$ cat config.mk
export PLATFORM = sky130hd
export DESIGN_NAME = lcd_bus_writer
export DESIGN_NICKNAME = d
export VERILOG_FILES = /design/src/rtl/lcd_bus_writer.sv
export SDC_FILE = /design/constraint.sdc
export NUM_CORES = 1
export LEC_CHECK = 0
export BUFFER_PORTS_ARGS = -buffer_cell sky130_fd_sc_hd__buf_2
export CAP_MARGIN = 20
export CORE_MARGIN = 5
export CORE_UTILIZATION = 59
export CTS_CLUSTER_SIZE = 12
export DETAILED_ROUTE_END_ITERATION = 10
export PLACE_DENSITY = 0.8
export SETUP_SLACK_MARGIN = 0.4
export SYNTH_ARGS = -nofsm -noshare
export SYNTH_HDL_FRONTEND = slang
export SYNTH_SLANG_ARGS = --single-unit
$ cat constraint.sdc
create_clock -name clk -period 2.6 [get_ports clk]
set_input_delay 0.13 -clock clk [delete_from_list [all_inputs] [get_ports clk]]
set_output_delay 0.13 -clock clk [all_outputs]
set_load 0.01 [all_outputs]
$ cat src/rtl/lcd_bus_writer.sv
// Byte-level HD44780 bus driver: a valid/ready byte in, an RS/E/D8 write cycle out.
// Sequences power-up delay, setup, enable pulse, hold and execution wait.
module lcd_bus_writer #(
    parameter int POR_CYC        = 750000,
    parameter int SETUP_CYC      = 2,
    parameter int E_HIGH_CYC     = 12,
    parameter int HOLD_CYC       = 1,
    parameter int SHORT_WAIT_CYC = 2000,
    parameter int LONG_WAIT_CYC  = 82000
) (
    input  logic       clk,
    input  logic       reset,
    input  logic       req_valid,
    output logic       req_ready,
    input  logic       req_rs,
    input  logic [7:0] req_data,
    output logic       busy,
    output logic       LCD_RS,
    output logic       LCD_E,
    output logic [7:0] LCD_D
);

    function automatic int max_of(input int a, input int b);
        return (a > b) ? a : b;
    endfunction

    localparam int MAX_CYC = max_of(max_of(max_of(POR_CYC, SETUP_CYC), max_of(E_HIGH_CYC, HOLD_CYC)),
                                    max_of(SHORT_WAIT_CYC, LONG_WAIT_CYC));
    localparam int CNT_W = $clog2(MAX_CYC + 1);

    localparam logic [CNT_W-1:0] POR_LAST   = CNT_W'(POR_CYC - 1);
    localparam logic [CNT_W-1:0] SETUP_LAST = CNT_W'(SETUP_CYC - 1);
    localparam logic [CNT_W-1:0] EHIGH_LAST = CNT_W'(E_HIGH_CYC - 1);
    localparam logic [CNT_W-1:0] HOLD_LAST  = CNT_W'(HOLD_CYC - 1);
    localparam logic [CNT_W-1:0] SHORT_LAST = CNT_W'(SHORT_WAIT_CYC - 1);
    localparam logic [CNT_W-1:0] LONG_LAST  = CNT_W'(LONG_WAIT_CYC - 1);
    localparam logic [CNT_W-1:0] CNT_ZERO   = CNT_W'(0);
    localparam logic [CNT_W-1:0] CNT_ONE    = CNT_W'(1);

    typedef enum logic [2:0] {
        ST_POWERUP = 3'd0,
        ST_IDLE    = 3'd1,
        ST_SETUP   = 3'd2,
        ST_E_HIGH  = 3'd3,
        ST_HOLD    = 3'd4,
        ST_WAIT    = 3'd5
    } state_t;

    // Clear display (0x01) and return home (0x02/0x03) need the long execution time.
    function automatic logic is_long_cmd(input logic rs, input logic [7:0] d);
        return (rs == 1'b0) && (d[7:2] == 6'd0) && (d != 8'h00);
    endfunction

    state_t           state_q, state_d;
    logic [CNT_W-1:0] cnt_q, cnt_d;
    logic             ready_q, ready_d;
    logic             busy_q, busy_d;
    logic             e_q, e_d;
    logic             rs_q, rs_d;
    logic [7:0]       d_q, d_d;

    // State register and registered bus outputs; reset also forces E low at once.
    always_ff @(posedge clk or posedge reset) begin
        if (reset) begin
            state_q <= ST_POWERUP;
            cnt_q   <= CNT_ZERO;
            ready_q <= 1'b0;
            busy_q  <= 1'b1;
            e_q     <= 1'b0;
            rs_q    <= 1'b0;
            d_q     <= 8'h00;
        end else begin
            state_q <= state_d;
            cnt_q   <= cnt_d;
            ready_q <= ready_d;
            busy_q  <= busy_d;
            e_q     <= e_d;
            rs_q    <= rs_d;
            d_q     <= d_d;
        end
    end

    // Next-state sequencing; the power-up phase counts up from the reset value,
    // every later phase loads its length minus one and counts down to zero.
    always_comb begin
        state_d = state_q;
        cnt_d   = cnt_q;
        rs_d    = rs_q;
        d_d     = d_q;

        case (state_q)
            ST_POWERUP: begin
                if (cnt_q == POR_LAST) begin
                    state_d = ST_IDLE;
                    cnt_d   = CNT_ZERO;
                end else begin
                    cnt_d = cnt_q + CNT_ONE;
                end
            end
            ST_IDLE: begin
                if (req_valid && ready_q) begin
                    state_d = ST_SETUP;
                    cnt_d   = SETUP_LAST;
                    rs_d    = req_rs;
                    d_d     = req_data;
                end else begin
                    cnt_d = CNT_ZERO;
                end
            end
            ST_SETUP: begin
                if (cnt_q == CNT_ZERO) begin
                    state_d = ST_E_HIGH;
                    cnt_d   = EHIGH_LAST;
                end else begin
                    cnt_d = cnt_q - CNT_ONE;
                end
            end
            ST_E_HIGH: begin
                if (cnt_q == CNT_ZERO) begin
                    state_d = ST_HOLD;
                    cnt_d   = HOLD_LAST;
                end else begin
                    cnt_d = cnt_q - CNT_ONE;
                end
            end
            ST_HOLD: begin
                if (cnt_q == CNT_ZERO) begin
                    state_d = ST_WAIT;
                    cnt_d   = is_long_cmd(rs_q, d_q) ? LONG_LAST : SHORT_LAST;
                end else begin
                    cnt_d = cnt_q - CNT_ONE;
                end
            end
            ST_WAIT: begin
                if (cnt_q == CNT_ZERO) begin
                    state_d = ST_IDLE;
                    cnt_d   = CNT_ZERO;
                end else begin
                    cnt_d = cnt_q - CNT_ONE;
                end
            end
            default: begin
                state_d = ST_POWERUP;
                cnt_d   = CNT_ZERO;
            end
        endcase

        // Strobe/handshake outputs follow the state they will be registered with.
        ready_d = (state_d == ST_IDLE);
        busy_d  = (state_d != ST_IDLE);
        e_d     = (state_d == ST_E_HIGH);
    end

    assign req_ready = ready_q;
    assign busy      = busy_q;
    assign LCD_E     = e_q;
    assign LCD_RS    = rs_q;
    assign LCD_D     = d_q;

endmodule

== Word-level counts from Yosys, hierarchy flattened ==
Cells that the tools add are included.

* Add/subtract/negate cells: 2
* Equal/unequal tests: 9
* Muxes and demuxes: 14
* Bitwise operators: 1
* Reductions and logical operators: 9

{| class="wikitable"
|+ Operators with widths
! operator !! count
|-
| $pmux 20 s5 || 1
|-
| $mux 20 || 4
|-
| $add 20x1->20 const B || 1
|-
| $eq 20x20->1 const B || 1
|-
| $logic_not 20->1 || 1
|-
| $sub 20x1->20 const B || 1
|-
| $mux 3 || 6
|-
| $pmux 3 s6 || 1
|-
| $mux 17 || 1
|-
| $eq 3x2->1 const B || 3
|-
| $reduce_bool 8->1 || 1
|-
| $eq 3x1->1 const B || 2
|-
| $eq 3x3->1 const B || 2
|-
| $logic_not 6->1 || 1
|-
| $logic_and 1x1->1 || 3
|-
| $logic_not 3->1 || 1
|-
| $ne 3x1->1 const B || 1
|-
| $reduce_and 2->1 || 1
|-
| $reduce_or 2->1 || 1
|-
| $mux 1 || 1
|-
| $not 1->1 || 1
|}

* Flip-flop bits (word level): 35
* Input port bits: 12

== Longest topological paths before layout ==
Gate-level depths: netlist (run 1).

* Depth after elaboration: 6
* Gate-level depth with buffers: 9
* Gate-level depth less buffers: 8

== Worst setup path before layout (run 1) ==
Ideal clock, no wire load.

* Path kind: register to register
* Start: register cnt_q[10]
* End: register cnt_q[11]
* Data arrival time: 1.959 ns
* Setup slack: 0.510 ns
* Stages on the path, launching flop included: 8
* Buffers on the path: 2
* Period minus slack after synthesis: 2.090 ns
* Cell sequence: dfrtp_1 buf_6 nor4_4 nand3_2 o41a_4 buf_6 a221oi_1 a21oi_1

* Word-level cells in the longest chain between the ends: 3

{| class="wikitable"
|+ RTL lines
! element !! line !! source
|-
| start: declaration || 55 || <nowiki>logic [CNT_W-1:0] cnt_q, cnt_d;</nowiki>
|-
| start signal: assignment || 74 || <nowiki>cnt_q <= cnt_d;</nowiki>
|-
| $sub 20x1->20 (tied with other cells) || n/a ||
|-
| $mux 20 (on tied branches) || n/a ||
|-
| $pmux 20 s5 * || 91 || <nowiki>case (state_q)</nowiki>
|-
| named net cnt_d[11] || 55 ||
|}

The timed path passes the listed nets; every way through them passes the cells marked *.
A chain may end at the register's enable or synchronous reset.

== Worst setup path after layout (run 1) ==
* Start: register cnt_q[10]
* End: register cnt_q[7]

* Word-level cells in the longest chain between the ends: 3

{| class="wikitable"
|+ RTL lines
! element !! line
|-
| $eq 20x20->1 or $logic_not 20->1 (tied branches) || n/a
|-
| $mux 20 (on tied branches) || n/a
|-
| $pmux 20 s5 * || 91
|-
| named net cnt_d[7] || 55
|}

Marked as above.

==> reports/results.tsv, run 1 <==
stage	metric	value	unit
global_route	All-Layer GR Usage	24.15	%
cts	CTS max path bufs	2	
critical_path	crit start category	flop	
cells_and_area	design area	2874	sq um
global_route	initial antenna violation count	0	
timing	Worst Max-Slew Pin Slew	709.1	ps
logic_synthesis	asr flop ratio synth	100.0	%
logic_synthesis	syn_area_per_cell	9.150	sq um
cts	CTS Root Buffer Type	clkbuf_8	
logic_synthesis	Synth Flop Type	dfrtp_1	
timing	max-slew violations	0	
route	vias	2442	
logic_synthesis	Post-synth EDFFs	0	
floorplanning	Ports	24	
critical_path	Worst Setup SP	cnt_q[10]	
logic_synthesis	Synth top area share	35.09	%
cells_and_area	share of cells above drive strength 1	36.18	%
logic_synthesis	most instantiated cells after synthesis	34 x dfrtp_1, 21 x nor2_1, 20 x nor3_1, 17 x nand2_1, 14 x a21oi_1	
route	routed wire length	6967	microns
critical_path	CP Capture Type	flop	
timing	Final setup viols	0	
floorplanning	Initial Util	60.62	%
timing	setup TNS	0	ps
timing	clk_skew	10.27	ps
cells_and_area	Final Non-Filler Cells	354	
route	drt wl/cell	19.68	microns
power_and_ir_drop	P_leak	0.001149	uW
cts	TritonCTS Sinks	35	
critical_path	Crit path arrival time	2400	ps
floorplanning	Chip Height	74.11	microns
global_route	GR Overflow Total	0	
timing	fin crit share	85.52	%
placed_design	DP HPWL	4452	microns
cts	total CTS buffers	5	
global_route	largest net degree at the start of global routing	36	
cts	htree depth	2	
floorplanning	Die Wd	74.11	microns
timing	min Tclk post-route	2224	ps
placed_design	final RePlAce weighted congestion	0.9517	
logic_synthesis	Seq cells post-synth	35	
route	Final ANT Viol Nets	0	
critical_path	flop2flop setup slack	380	ps
run	max_cap viols	0	
worst_hold_path	Hold Crit Class	in -> reg	
cells_and_area	Multi-input gate area	1496	sq um
critical_path	crit path to	cnt_q[7]	
route	DRC Markers	0	
logic_synthesis	number of synthesis warnings	0	
timing	hold_ws	53.45	ps
logic_synthesis	syn nets	280	
critical_path	Critical Path RT	2780	ps
placed_design	IO buf count	23	
logic_synthesis	sequential area share after synthesis	36.17	%
cts	CTS tree	done	
status	status	finished, final reports clean	
timing	Final Hold Fails	0	
placed_design	cell total after placement	328	
global_route	number of global-route vias before repair	2176	
route	First DRT Iteration DRCs	390	
power_and_ir_drop	Max VDD drop	0.5751	mV
floorplanning	DIE AREA	5492	sq um
cells_and_area	fillers	296	
worst_hold_path	hold path start	req_rs	
cells_and_area	ant diodes	0	
route	vias per inst	6.898	
cells_and_area	nets	318	
timing	RSZ-0062 raised after global routing	true	
route	drt first pass iters	7	
critical_path	CP max FO	7	
cts	clk_lat worst skew	300	ps
cts	CTS clk-pin slew, worst paths	80	ps
logic_synthesis	Synth Cell Area	2425	sq um
critical_path	FF-to-FF path depth	8	
floorplanning	row count	23	
logic_synthesis	top cells by area, synth	dfrtp_1 35%, buf_6 4.2%, mux2_2 4.2%	
timing	worst rel slew slack	52.52	%
floorplanning	core area	4000	sq um
critical_path	worst reg2reg endpoint	cnt_q[7]	
cells_and_area	Reg area	887.1	sq um
timing	Max Freq	449.7	MHz
critical_path	worst r2r src	cnt_q[10]	
logic_synthesis	Mapped Cells	265	
power_and_ir_drop	Overall Power	3568	uW
placed_design	Post-DP Area	2507	sq um
logic_synthesis	most frequent cell after synthesis	dfrtp_1	
cells_and_area	synthesis-to-layout area growth	18.52	%
critical_path	critical path class	reg -> reg	
logic_synthesis	area leader, netlist	dfrtp_1	
power_and_ir_drop	Power Density	1241	nW/um^2
global_route	first-pass GRT wire length	10220	microns
logic_synthesis	synth unique cells	62	
cells in the final DEF (no fill, tap or decap), drive strengths merged, types with 3 or more instances in the layout:
cell / n
buf: 48
dfrtp: 34
nor2: 22
nor3: 21
o21ai: 19
nand2: 17
nand3: 16
a21oi: 14
nor4: 11
mux2: 9
inv: 7
nand4: 6
clkbuf: 6
a221oi: 5
nand2b: 4
o22ai: 4
a211oi: 4
nor4b: 4
xnor2: 3
or3: 3
ha: 3
and2: 3
logic make-up (layout without fill, tap and decap cells):
logic type / after synthesis / in the layout / synth area share [%]
simple gates: 115 / 115 / 27.09
compound gates: 73 / 73 / 21.72
fa+ha+maj: 3 / 3 / 1.548
buf+inv: 25 / 64 / 7.482
flops: 35 / 35 / 36.17
xor+xnor: 5 / 5 / 1.806
mux: 9 / 9 / 4.180
repair_timing:
item	in CTS	in global routing
hold buffers	1	0
endpoints found under the hold margin	34	0
gates resized for setup	4	35
pin swaps	4	8
endpoints found under the setup margin	15	23
gates cloned	0	0
setup buffers	4	13
final cells by class:
class | instances | share of cell area (%)
flip-flops and latches | 35 | 30.87
inverters | 7 | 0.9142
repair buffers | 49 | 11.01
clock inverters | 2 | 0.4353
clock buffers | 6 | 2.525
multi-input cells | 205 | 52.07
well taps | 50 | 2.177
power by group:
group          switching, uW  internal, uW  total [uW]
registers                390           783        1170
clock network            217           187         405
logic                   1110           882        1990
total                   1710          1850        3570
metrics by stage:
stage                     util, %  worst slack (ps)
after floorplan                 -             509.5
after global placement      62.68             342.3
after detailed placement    62.68             304.8
after CTS                   66.25             373.3
after global routing        71.85             240.6
final                       71.85             376.4
state kept, by name, summed over array words and instances, names as in the netlist:
register and count:
LCD_RS 1, req_ready 1, cnt_q 20, LCD_D 8, LCD_E 1, state_q 3
busy 1
routing by layer:
metal | share of wire, % | routed length (microns) | GRT usage, %
met1 | 39 | 2749 | 31.81
met2 | 46 | 3202 | 37.20
met3 | 9.1 | 634 | 6.081
met4 | 5.5 | 380 | 11.47
met5 | 0 | 0 | 0
worst min path at each step:
stage / end / slack, ps / cells after the start
2_1_floorplan: LCD_D[0] / 280 / 1
3_3_place_gp: LCD_D[4] / 250 / 3
3_5_place_dp: LCD_D[4] / 260 / 3
4_1_cts: LCD_RS / 60 / 2
5_1_grt: LCD_D[7] / 50 / 2
6_report: LCD_RS / 50 / 2
worst max-delay path: stages (launching register included):
cell and delay [ps]:
dfrtp_2 440, nor4_4 370, buf_4 170, buf_4 110, nand3_4 130, a211oi_4 420
nor4b_1 110, a311oi_1 240, o21ai_1 120
(Power assumes the default switching activity.)
==> run 2: changes to the inputs <==
Settings changed: CORE_MARGIN 5 to 3.
==> run 2 against run 1 <==
Against the previous run:
- sequential share of layout area decreased by 0.19 points
- critical path type unchanged
- largest cell class unchanged
- critical endpoint unchanged
- global-route usage increased by 1.3 points
- fmax increased by 0.61%
- register-to-register slack about the same
==> reports/results.tsv, run 2 (synthesis results as in run 1) <==
stage	metric	value	unit	change
placed_design	pre-CTS setup slack	297.8	ps	was 304.8 ps
timing	final worst slack	389.9	ps	was 376.4 ps
floorplanning	Die Wd	70.11	microns	was 74.11 microns
power_and_ir_drop	Max VDD drop	0.5495	mV	was 0.5751 mV
timing	RSZ-0062 raised after global routing	true		unchanged
critical_path	critical path, cell by cell	nor2_1 -> nand3_2 -> buf_6 -> a211oi_4 -> nor4_1 -> nor3b_1 -> o21ai_0		was nor4_4 -> buf_4 -> buf_4 -> nand3_4 -> a211oi_4 -> nor4b_1 -> a311oi_1 -> o21ai_1
status	status	finished, final reports clean		unchanged
route	vias	2426		was 2442
route	drt wl/cell	19.42	microns	was 19.68 microns
route	vias per inst	7.012		was 6.898
critical_path	CP max FO	7		unchanged
cts	CTS max path bufs	2		unchanged
critical_path	CP Capture Type	flop		unchanged
placed_design	final RePlAce weighted congestion	0.9571		was 0.9517
floorplanning	row count	22		was 23
route	Final ANT Viol Nets	0		unchanged
route	routed wire length	6719	microns	was 6967 microns
placed_design	cell total after placement	329		was 328
cts	total CTS buffers	5		unchanged
timing	min Tclk post-route	2210	ps	was 2224 ps
placed_design	DP HPWL	4298	microns	was 4452 microns
floorplanning	Initial Util	63.83	%	was 60.62%
critical_path	slowest stage cell, crit path	dfrtp_1		was dfrtp_2
timing	setup TNS	0	ps	unchanged
critical_path	CP max stage delay	490	ps	was 440 ps
global_route	GR Overflow Total	0		unchanged
cells_and_area	share of cells above drive strength 1	33.89	%	was 36.18%
timing	fin crit share	85.00	%	was 85.52%
critical_path	cell class contributing the biggest share of worst-path delay	simple AND/OR/NAND/NOR gates		was compound AO/OA/AOI/OAI gates
cts	TritonCTS Sinks	35		unchanged
cts	clk_lat worst skew	290	ps	was 300 ps
route	drt first pass iters	5		was 7
global_route	number of global-route vias before repair	2083		was 2176
critical_path	critical path class	reg -> reg		unchanged
floorplanning	Ports	24		unchanged
timing	Final Hold Fails	0		unchanged
worst_hold_path	Hold Crit Class	in -> reg		unchanged
timing	max-slew violations	0		unchanged
floorplanning	Chip Height	70.11	microns	was 74.11 microns
floorplanning	core area	3799	sq um	was 4000 sq um
critical_path	crit start category	flop		unchanged
global_route	initial antenna violation count	0		unchanged
power_and_ir_drop	P_leak	0.001140	uW	was 0.001149 uW
timing	worst rel slew slack	53.52	%	was 52.52%
cells_and_area	synthesis-to-layout area growth	18.94	%	was 18.52%
cells_and_area	ant diodes	0		unchanged
critical_path	Critical Path RT	2760	ps	was 2780 ps
power_and_ir_drop	Power Density	1268	nW/um^2	was 1241 nW/um^2
timing	hold_ws	66.87	ps	was 53.45 ps
floorplanning	DIE AREA	4915	sq um	was 5492 sq um
run	max_cap viols	0		unchanged
cts	CTS Root Buffer Type	clkbuf_8		unchanged
timing	Final setup viols	0		unchanged
critical_path	Crit path arrival time	2370	ps	was 2400 ps
cells_and_area	Most flops, register	cnt_q		unchanged
cells_and_area	max reg flops	20		unchanged
global_route	first-pass GRT wire length	10120	microns	was 10220 microns
cells_and_area	most frequent cells in the layout	28 x dfrtp_1, 23 x buf_2, 19 x nor2_1, 19 x nor3_1, 17 x nand2_1		was 26 x dfrtp_1, 24 x buf_4, 23 x buf_2
placed_design	IO buf count	23		unchanged
cells_and_area	Final Non-Filler Cells	346		was 354
cts	htree depth	2		unchanged
route	DRC Markers	0		unchanged
route	First DRT Iteration DRCs	367		was 390
timing	clk_skew	7.205	ps	was 10.27 ps
timing	Max Freq	452.5	MHz	was 449.7 MHz
cts	CTS tree	done		unchanged
timing	Worst Max-Slew Pin Slew	691.9	ps	was 709.1 ps
critical_path	Bufs and invs on worst path	1		was 2
cts	CTS clk-pin slew, worst paths	80	ps	about the same
global_route	largest net degree at the start of global routing	19		was 36
cells_and_area	nets	312		was 318
cells_and_area	commonest non-fill, non-tap cell in the layout	dfrtp_1		unchanged
global_route	All-Layer GR Usage	25.47	%	was 24.15%
## run 2: cell count changes in the layout (fill, tap and decap cells not counted), sizes merged
cell	change
clkinv	-1
bufinv	+2
buf	-7
o41a	+1
clkinvlp	-1
## run 2: through the flow
step                      util (%)  cell area, sq um  total power [uW]
after global routing         75.92              2884              3889
final                        75.92              2884              3657
after global placement       66.53              2527              2647
after detailed placement     66.53              2527              2682
after CTS                    71.28              2708              3321
after floorplan                  -              2425              2360
## run 2: worst register-to-register path, stage by stage, from the launching register on
cell      delay [ps]
dfrtp_1          490
nor2_1           400
nand3_2          180
buf_6            170
a211oi_4         360
nor4_1           100
nor3b_1          230
o21ai_0          140
## run 2: cell type report
class | instances | area (sq um)
flip-flops and latches | 35 | 884.6
multi-input cells | 206 | 1504
repair buffers | 42 | 271.5
clock inverters | 2 | 60.06
fillers | 261 | 914.6
well taps | 48 | 60.06
inverters | 7 | 31.28
clock buffers | 6 | 72.57
## run 2: power by group
part	switching [uW]	internal, uW	total (uW)
registers	375	783	1160
logic	1070	839	1910
clock network	202	383	586
total	1650	2010	3660
## run 2: routing by layer
| layer | track usage, % | up-vias | routed length, microns | share of wire (%) |
|---|---|---|---|---|
| li1 | - | 1068 | - | - |
| met4 | 10.43 | 0 | 214 | 3.2 |
| met3 | 5.468 | 33 | 707 | 11 |
| met2 | 37.67 | 188 | 3274 | 49 |
| met5 | 0 | - | 0 | 0 |
| met1 | 36.15 | 1137 | 2522 | 38 |
## run 2: what timing repair did
| action | CTS | global route |
|---|---|---|
| gates resized for setup | 3 | 33 |
| pin swaps | 2 | 10 |
| endpoints found under the hold margin | 17 | 0 |
| setup buffers | 3 | 4 |
| hold buffers | 1 | 0 |
| endpoints found under the setup margin | 9 | 21 |
| cloned | 0 | 1 |
## run 2: worst paths after layout
path	startpoint	end	slack [ps]	cells after the start
setup / recovery	cnt_q[4]	cnt_q[7]	390	7
hold / removal	req_data[1]	LCD_D[1]	70	2
setup reg to reg	cnt_q[4]	cnt_q[7]	390	7
hold reg to reg	cnt_q[17]	cnt_q[17]	510	1
max in group asynchronous	reset	busy	1380	4
min in group asynchronous	reset	LCD_D[3]	480	3
==> run 3: changes to the inputs <==
Settings changed: MAX_ROUTING_LAYER set to met4, PLACE_DENSITY 0.8 to not set, PLACE_DENSITY_LB_ADDON set to 0.05.
==> run 3 against run 2 <==
Against the previous run:
- cell area down 3.6%
- sequential cell count unchanged
- utilization down 2.7 points
- global-route usage up 1.8 points
- hold slack worse by 15 ps
- register-to-register slack better by 40 ps
- power down 7.9%
- die area unchanged
- clock skew up 1.1 ps
- routed wire length down 5.3%
- final cell count unchanged
- clock power down 31%
==> reports/results.tsv, run 3 (synthesis results as in run 1) <==
stage	metric	value	unit	change
critical_path	worst r2r src	cnt_q[0]		was cnt_q[4]
global_route	GR peak layer	met2		unchanged
global_route	number of global-route vias before repair	2147		was 2083
timing	clk_skew	8.261	ps	was 7.205 ps
placed_design	final RePlAce weighted congestion	0.9514		was 0.9571
global_route	first-pass GRT wire length	10360	microns	was 10120 microns
cts	CTS Root Buffer Type	clkbuf_8		unchanged
critical_path	CP max FO	6		was 7
route	Final ANT Viol Nets	0		unchanged
global_route	M3 GR Usage	4.317	%	was 5.468%
cells_and_area	nets	312		unchanged
global_route	initial antenna violation count	0		unchanged
power_and_ir_drop	P_leak	0.001096	uW	was 0.001140 uW
route	vias per inst	6.610		was 7.012
cts	htree depth	2		unchanged
cells_and_area	Most flops, register	cnt_q		unchanged
floorplanning	Initial Util	63.83	%	unchanged
cts	CTS tree	done		unchanged
timing	Worst Max-Slew Pin Slew	642.5	ps	was 691.9 ps
cts	TritonCTS Sinks	35		unchanged
route	vias	2287		was 2426
placed_design	IO buf count	23		unchanged
global_route	All-Layer GR Usage	27.25	%	was 25.47%
cts	CTS clk-pin slew, worst paths	80	ps	about the same
global_route	met1 Resource Use GR	36.27	%	was 36.15%
cells_and_area	synthesis-to-layout area growth	14.71	%	was 18.94%
critical_path	CP Capture Type	flop		unchanged
critical_path	Critical Path RT	2820	ps	was 2760 ps
floorplanning	Ports	24		unchanged
route	DRC Markers	0		unchanged
critical_path	crit start category	flop		unchanged
timing	Max Freq	459.8	MHz	was 452.5 MHz
floorplanning	Chip Height	70.11	microns	unchanged
global_route	GR Util met2	40.50	%	was 37.67%
route	routed wire length	6365	microns	was 6719 microns
power_and_ir_drop	Max VDD drop	0.5905	mV	was 0.5495 mV
global_route	GR Overflow Total	0		unchanged
floorplanning	core area	3799	sq um	unchanged
cts	clk_lat worst skew	300	ps	was 290 ps
critical_path	CP max stage delay	440	ps	was 490 ps
timing	max-slew violations	0		unchanged
timing	Final Hold Fails	0		unchanged
timing	RSZ-0062 raised after global routing	true		unchanged
critical_path	critical path, cell by cell	inv_2 -> ha_1 -> nor4b_2 -> nand3_1 -> buf_4 -> nor2_2 -> nand2_1 -> o311a_1 -> a21oi_1		was nor2_1 -> nand3_2 -> buf_6 -> a211oi_4 -> nor4_1 -> nor3b_1 -> o21ai_0
cells_and_area	ant diodes	0		unchanged
critical_path	slowest stage cell, crit path	dfrtp_2		was dfrtp_1
global_route	largest net degree at the start of global routing	36		was 19
worst_hold_path	hold path start	req_rs		was req_data[1]
cells_and_area	max reg flops	20		unchanged
power_and_ir_drop	Overall Power	3367	uW	was 3657 uW
cts	CTS max path bufs	2		unchanged
timing	fin crit share	83.65	%	was 85.00%
placed_design	Post-DP Area	2527	sq um	unchanged
status	status	finished, final reports clean		unchanged
run	max_cap viols	0		unchanged
cells_and_area	commonest non-fill, non-tap cell in the layout	dfrtp_1		unchanged
route	First DRT Iteration DRCs	230		was 367
cells_and_area	most frequent cells in the layout	28 x dfrtp_1, 23 x buf_2, 20 x nor2_1		was 28 x dfrtp_1, 23 x buf_2, 19 x nor2_1, 19 x nor3_1, 17 x nand2_1
floorplanning	row count	22		unchanged
timing	Final setup viols	0		unchanged
floorplanning	DIE AREA	4915	sq um	unchanged
timing	worst rel slew slack	56.98	%	was 53.52%
route	drt first pass iters	4		was 5
critical_path	critical path class	reg -> reg		unchanged
cells_and_area	fillers	314		was 261
power_and_ir_drop	Power Density	1211	nW/um^2	was 1268 nW/um^2
worst_hold_path	Hold Crit Class	in -> reg		unchanged
critical_path	Crit path arrival time	2400	ps	was 2370 ps
timing	min Tclk post-route	2175	ps	was 2210 ps
timing	setup TNS	0	ps	unchanged
floorplanning	Die Wd	70.11	microns	unchanged
cts	total CTS buffers	5		unchanged
route	drt wl/cell	18.40	microns	was 19.42 microns
placed_design	DP HPWL	4370	microns	was 4298 microns
cells_and_area	design area	2781	sq um	was 2884 sq um
cells_and_area	share of cells above drive strength 1	32.55	%	was 33.89%
critical_path	Worst Setup SP	cnt_q[0]		was cnt_q[4]
-- run 3: changes by cell type in the layout (fill, tap and decap cells not counted), sizes merged --
cell      before  now
clkinv         0    1
clkinvlp       0    1
bufinv         2    0
-- run 3: worst paths after layout --
path | endpoint | slack, ps | cells past startpoint
worst min register to register | cnt_q[17] | 530 | 1
worst max-delay path | cnt_q[14] | 430 | 9
worst min-delay path | LCD_RS | 50 | 2
max in group asynchronous | busy | 1790 | 4
worst max register to register | cnt_q[14] | 430 | 9
min in group asynchronous | cnt_q[10] | 470 | 4
-- run 3: power breakdown --
part           total (uW)  switching, uW  internal [uW]
clock network         404            217            187
logic                1820           1010            810
registers            1140            359            781
total                3370           1590           1780
-- run 3: what timing repair did --
item | 4_1_cts | 5_1_grt
resized for setup | 2 | 21
hold buffers | 1 | 0
pin swaps | 4 | 7
cloned | 0 | 1
hold endpoints to repair | 34 | 0
setup buffers | 3 | 4
setup endpoints to repair | 13 | 21
-- run 3: area by class of cell --
cell class,instances,area (sq um),area share (%)
Clock inverter,2,12.51,0.4498
Clock buffer,6,72.57,2.609
Inverter,7,26.28,0.9447
Tap cell,48,60.06,2.159
Sequential cell,35,884.6,31.80
Multi-Input combinational cell,206,1465,52.68
Timing Repair Buffer,42,260.3,9.357
-- run 3: metal layers --
metal  share of wire, %  routed length [microns]  vias up
li1                   -                        -     1074
met1                 45                     2842     1116
met2                 46                     2957       83
met3                6.1                      387       14
met4                2.8                      178        0
met5                  0                        0        -
-- run 3: worst max-delay path, delay by kind of cell, from the launching register on --
| kind | cells | cell delay [ps] |
|---|---|---|
| buffers and inverters | 2 | 280 |
| and+or+nand+nor | 4 | 730 |
| adders and majority gates | 1 | 170 |
| AOI/OAI and AO/OA | 2 | 470 |
| DFF | 1 | 440 |
-- run 3: metrics by stage --
| stage | worst slack [ps] | util, % | hold slack, ps | instances |
|---|---|---|---|---|
| finish | 425.0 | 73.22 | 51.67 | 346 |
| detailed placement | 246.8 | 66.53 | 261.1 | 329 |
| global route | 336.6 | 73.22 | 58.76 | 346 |
| CTS | 364.7 | 69.89 | 53.50 | 341 |
| global placement | 341.3 | 66.53 | 248.2 | 329 |
| floorplan | 509.5 | - | 280.5 | 265 |
